`src/rtl/fwd_hazard_ctrl.sv`:
```
// Forwarding-select and load-use stall control for the 5-stage pipeline.
// Keeps a shadow copy of ID/EX, EX/MEM and MEM/WB register-use bits so
// the EX forwarding selects come straight from registered state.
//
// Ports:
//   clk, arst            rising-edge clock, async active-high reset
//   enable               pipeline advance (0 = hold everything)
//   flush                discard the instruction currently in ID
//   id_rs1/rs2/rd        register addresses of the ID instruction
//   id_reg_write         ID instruction writes the register file
//   id_mem_read          ID instruction is a load
//   select_a/select_b    00 = regfile, 01 = MEM/WB, 10 = EX/MEM
//   stall                load-use hazard, hold PC and IF/ID
//   stall_count          saturating stall-cycle counter
//
// Optional feature: define FWD_STALL_CNT_EN to build the stall counter;
// without it stall_count is tied to zero.
module fwd_hazard_ctrl #(
    parameter int REG_ADDR_W  = 5,
    parameter int STALL_CNT_W = 16
) (
    input  logic                   clk,
    input  logic                   arst,
    input  logic                   enable,
    input  logic                   flush,
    input  logic [REG_ADDR_W-1:0]  id_rs1,
    input  logic [REG_ADDR_W-1:0]  id_rs2,
    input  logic [REG_ADDR_W-1:0]  id_rd,
    input  logic                   id_reg_write,
    input  logic                   id_mem_read,
    output logic [1:0]             select_a,
    output logic [1:0]             select_b,
    output logic                   stall,
    output logic [STALL_CNT_W-1:0] stall_count
);

    typedef struct packed {
        logic [REG_ADDR_W-1:0] rs1;
        logic [REG_ADDR_W-1:0] rs2;
        logic [REG_ADDR_W-1:0] rd;
        logic                  reg_write;
        logic                  mem_read;
    } id_ex_t;

    typedef struct packed {
        logic [REG_ADDR_W-1:0] rd;
        logic                  reg_write;
    } wr_t;

    localparam logic [1:0] SEL_RF  = 2'b00;
    localparam logic [1:0] SEL_WB  = 2'b01;
    localparam logic [1:0] SEL_MEM = 2'b10;

    id_ex_t id_ex_q, id_ex_d;
    wr_t    ex_mem_q, ex_mem_d;
    wr_t    mem_wb_q, mem_wb_d;

    logic load_use;

    // A producer only counts if it writes a non-x0 register matching rs.
    function automatic logic hit(
        input wr_t                   p,
        input logic [REG_ADDR_W-1:0] rs
    );
        return p.reg_write && (p.rd != '0) && (p.rd == rs);
    endfunction

    // EX/MEM holds the younger producer, so it wins over MEM/WB.
    function automatic logic [1:0] fwd_sel(
        input logic [REG_ADDR_W-1:0] rs,
        input wr_t                   mem,
        input wr_t                   wb
    );
        logic [1:0] s;
        s = SEL_RF;
        if (hit(mem, rs)) begin
            s = SEL_MEM;
        end else if (hit(wb, rs)) begin
            s = SEL_WB;
        end
        return s;
    endfunction

    always_comb begin
        select_a = fwd_sel(id_ex_q.rs1, ex_mem_q, mem_wb_q);
        select_b = fwd_sel(id_ex_q.rs2, ex_mem_q, mem_wb_q);
    end

    // A load in EX whose result the ID instruction needs; a flush
    // discards that ID instruction, so the hazard disappears.
    always_comb begin
        load_use = id_ex_q.mem_read
                 & id_ex_q.reg_write
                 & (id_ex_q.rd != '0)
                 & ((id_ex_q.rd == id_rs1) | (id_ex_q.rd == id_rs2));
        stall    = load_use & ~flush;
    end

    always_comb begin
        id_ex_d  = id_ex_q;
        ex_mem_d = ex_mem_q;
        mem_wb_d = mem_wb_q;
        if (enable) begin
            mem_wb_d           = ex_mem_q;
            ex_mem_d.rd        = id_ex_q.rd;
            ex_mem_d.reg_write = id_ex_q.reg_write;
            if (flush || stall) begin
                id_ex_d = '0;
            end else begin
                id_ex_d.rs1       = id_rs1;
                id_ex_d.rs2       = id_rs2;
                id_ex_d.rd        = id_rd;
                id_ex_d.reg_write = id_reg_write;
                id_ex_d.mem_read  = id_mem_read;
            end
        end
    end

    always_ff @(posedge clk or posedge arst) begin
        if (arst) begin
            id_ex_q  <= '0;
            ex_mem_q <= '0;
            mem_wb_q <= '0;
        end else begin
            id_ex_q  <= id_ex_d;
            ex_mem_q <= ex_mem_d;
            mem_wb_q <= mem_wb_d;
        end
    end

`ifdef FWD_STALL_CNT_EN
    logic [STALL_CNT_W-1:0] stall_cnt_q, stall_cnt_d;

    // Saturates at all-ones instead of wrapping.
    always_comb begin
        stall_cnt_d = stall_cnt_q;
        if (enable && stall && !(&stall_cnt_q)) begin
            stall_cnt_d = stall_cnt_q + STALL_CNT_W'(1);
        end
    end

    always_ff @(posedge clk or posedge arst) begin
        if (arst) begin
            stall_cnt_q <= '0;
        end else begin
            stall_cnt_q <= stall_cnt_d;
        end
    end

    assign stall_count = stall_cnt_q;
`else
    assign stall_count = '0;
`endif

endmodule
```
`config.mk`:
```
export PLATFORM = sky130hd
export DESIGN_NAME = fwd_hazard_ctrl
export DESIGN_NICKNAME = d
export VERILOG_FILES = /design/src/rtl/fwd_hazard_ctrl.sv
export SDC_FILE = /design/constraint.sdc
export NUM_CORES = 1
export LEC_CHECK = 0
export CORE_ASPECT_RATIO = 0.8
export CORE_MARGIN = 5
export CORE_UTILIZATION = 52
export CTS_BUF_LIST = sky130_fd_sc_hd__clkbuf_8
export CTS_CLUSTER_SIZE = 20
export DETAILED_ROUTE_END_ITERATION = 8
export MAX_ROUTING_LAYER = met4
export PLACE_DENSITY_LB_ADDON = 0.25
export SYNTH_ARGS = -nofsm -noshare
export SYNTH_HDL_FRONTEND = slang
export SYNTH_SLANG_ARGS = --single-unit
export TNS_END_PERCENT = 20
```
`constraint.sdc`:
```
create_clock -name clk -period 2.05 [get_ports clk]
set_input_delay 0.3075 -clock clk [delete_from_list [all_inputs] [get_ports clk]]
set_output_delay 0.3075 -clock clk [all_outputs]
set_load 0.02 [all_outputs]
```
==> metrics.cfg, run 1 <==
[drt]
vias=1597
drt-pass1-iter-count=4
wire_per_inst_um=16.1
drcViolationCount=0
ant_nets=0
drt_wl_total_mm=4.77
drt_iter0_drc=94
viasPerCell=5.40

[clock_network]
cts-root-buf=clkbuf_8
cts_buffer_depth=2
path_clk_slew_ns=0.07
numCtsBuffers=5
cts_tree=built
clk_latency_ns=0.28
ctsHoldBuffers=0
clock-sinks=29
cts_setup_buffers=0
htreeDepth=2

[timing]
slew_viol_final=0
fin_setup_tns_ns=-0.420
max_freq_ghz=0.455
period_minus_slack_ns=2.20
hold_slack_ns=0.398
hold_viol=0
fin_crit_sh_pct=107
finalSetupViolCount=3
clock_skew_ns=0.00576
tightestPinTransition_ns=0.804
rsz0062_at_grt=yes
setup_ws_ns=-0.147
slew_headroom_pct=46.2

[critical_path]
cp.required_ns=1.74
rr_startpoint=id_ex_q[4]$_DFFE_PP0P_
r2r-end=id_ex_q[3]$_DFFE_PP0P_
reg2regPathDepth=5
worstPathArrival_ns=1.89
endpoint_kind=primary output
crit_type=reg2out
cp_max_fo=2
startpoint_type=flop
ff2ff_setup_slack_ns=0.25

[yosys]
seq_area_frac_synth_pct=37.9
yosysUniqueCellTypes=27
synthCells=190
synth_async_sr_flop_share_pct=100
synth_flop_cell=dfrtp_1
syn-cell-area_mm2=0.00191
ys_top_cells_by_area=dfrtp_1 38%, xnor2_1 7.3%, mux2_2 7.1%
yosysWarnings=0
synth.largest_area_cell=dfrtp_1
synth_top_area_share_pct=37.9
synth_edf_count=0
syn_area_per_cell_um2=10.1
ys_seq_elements=29

[die]
start_util_pct=54.8
die-area_mm2=0.00500
die_width_um=77.8
die_h_um=64.3
ios=42
rows=19
core_area_mm2=0.00349

[place]
place.detailed.hpwl_mm=3.57
place_inst=288
pre_cts_ws_ns=-0.343
gp_congestion=0.971
io_buffers=25
placed_area_mm2=0.00242

[power]
seqPwrFrac_pct=38.8
pwr-share-clk_pct=23.2
p_int_mw=1.30
leakagePower_nw=1.12
vdd_ir_drop_max_uv=567
power_density_mw_per_mm2=776
switchingPower_uw=687
power.total_mw=1.99
swShare_pct=34.6
comb_power_share_pct=38.0

[outcome]
status=complete, but fails checks
violations=negative setup slack

[grt]
grt_overflow_total=0
grt_pass1_vias=1617
grt_pass1_wl_mm=8.01
grt_max_degree=30
track_usage_pct=20.6
antenna_found_initial=0

[finish]
postLayoutCellArea_mm2=0.00256
final_core_util_pct=73.2
final_cell_count_no_fill=296
drive_gt1_share_pct=42.1
antenna_cells=0
nets=274
synthToLayoutAreaGrowth_pct=33.7

[job]
cap_violations=0

[worst_hold_path]
worstHoldPathType=in2async

==> worst max-delay path by stage <==
stage                             from  slack [ns]          end
3_3_place_gp                 id_rs2[4]       -0.29        stall
4_1_cts        ex_mem_q[2]$_DFFE_PP0P_       -0.18  select_a[0]
3_5_place_dp                 id_rs2[4]       -0.34        stall
5_1_grt        ex_mem_q[2]$_DFFE_PP0P_       -0.25  select_a[0]
6_report       ex_mem_q[2]$_DFFE_PP0P_       -0.15  select_a[1]
2_1_floorplan  ex_mem_q[2]$_DFFE_PP0P_       -0.02  select_b[0]
==> sequential cells by signal, indices dropped and copies added, names as in the netlist <==
name,cells
id_ex_q,17
mem_wb_q,6
ex_mem_q,6
==> final cells by class <==
type / count / area [um^2]
tap: 42 / 52.6
clock inverter: 3 / 17.5
sequential: 29 / 728
multi-input combinational: 150 / 1140
fill: 246 / 936
timing repair buffer: 65 / 544
inverter: 2 / 7.51
clock buffer: 5 / 68.8
==> power groups by stage <==
stage	combinational [mW]	clock, mW	sequential (mW)
finish	0.755	0.461	0.770
CTS	0.724	0.463	0.762
floorplan	0.408	0	0.778
detailed placement	0.703	0	0.770
global route	0.813	0.494	0.782
global placement	0.679	0	0.764
==> worst max-delay path, stage by stage (launching register included) <==
cell	delay [ns]
dfrtp_1	0.38
or4_4	0.54
o21ai_4	0.17
buf_4	0.14
nor4_2	0.05
dlygate4sd2_1	0.32
==> cells in the final DEF (no fill, tap or decap), drive strengths merged <==
master / instances
o21ai: 19
o22ai: 1
nand2: 19
o211ai: 1
clkbuf: 6
nor4: 4
xor2: 14
clkinvlp: 1
inv: 2
conb: 16
or2: 10
a32oi: 7
clkdlybuf4s50: 20
mux2: 12
or4: 5
a22oi: 10
nor3b: 1
clkinv: 2
dfrtp: 29
dlygate4sd2: 1
nor2: 11
xnor2: 16
nand3: 4
buf: 43
==> layer usage <==
metal | GRT usage [%] | share of wire, % | vias to the layer above
met5 | - | 0 | -
met4 | 4.94 | 0.96 | 0
met3 | 5.34 | 5.2 | 7
li1 | - | - | 759
met1 | 28.0 | 47 | 785
met2 | 30.6 | 47 | 46
==> cell families after synthesis <==
family                 after synthesis  synth area share [%]
XOR/XNOR                            30                  13.7
AO/OA/AOI/OAI                       38                  18.0
flip-flops                          29                  37.9
other                                1                 0.196
AND/OR/NAND/NOR                     54                  14.1
buffers and inverters               26                  9.08
multiplexers                        12                  7.06
==> cell usage after synthesis (7+ instances only) <==
cell type	number
a22oi_2	9
a32oi_1	7
buf_4	17
dfrtp_1	29
mux2_2	12
nand2_1	19
nor2_1	11
o21ai_1	10
o21ai_2	9
or2_2	10
xnor2_1	16
xor2_1	14
==> repair_timing <==
action                     4_1_cts  5_1_grt
setup endpoints to repair        5        5
pin swaps                        1        3
gates resized for setup         22       11
Note: power is estimated with default switching activity, not from simulation.
==> inputs of run 2 (changes only) <==
--- a/config.mk
+++ b/config.mk
@@ -9,7 +9,7 @@
 export CORE_MARGIN = 5
 export CORE_UTILIZATION = 52
 export CTS_BUF_LIST = sky130_fd_sc_hd__clkbuf_8
-export CTS_CLUSTER_SIZE = 20
+export CTS_CLUSTER_SIZE = 12
 export DETAILED_ROUTE_END_ITERATION = 8
 export MAX_ROUTING_LAYER = met4
 export PLACE_DENSITY_LB_ADDON = 0.25
==> results of run 2 <==
Same layout as run 1: the final DEF is identical, and so are final timing and power.
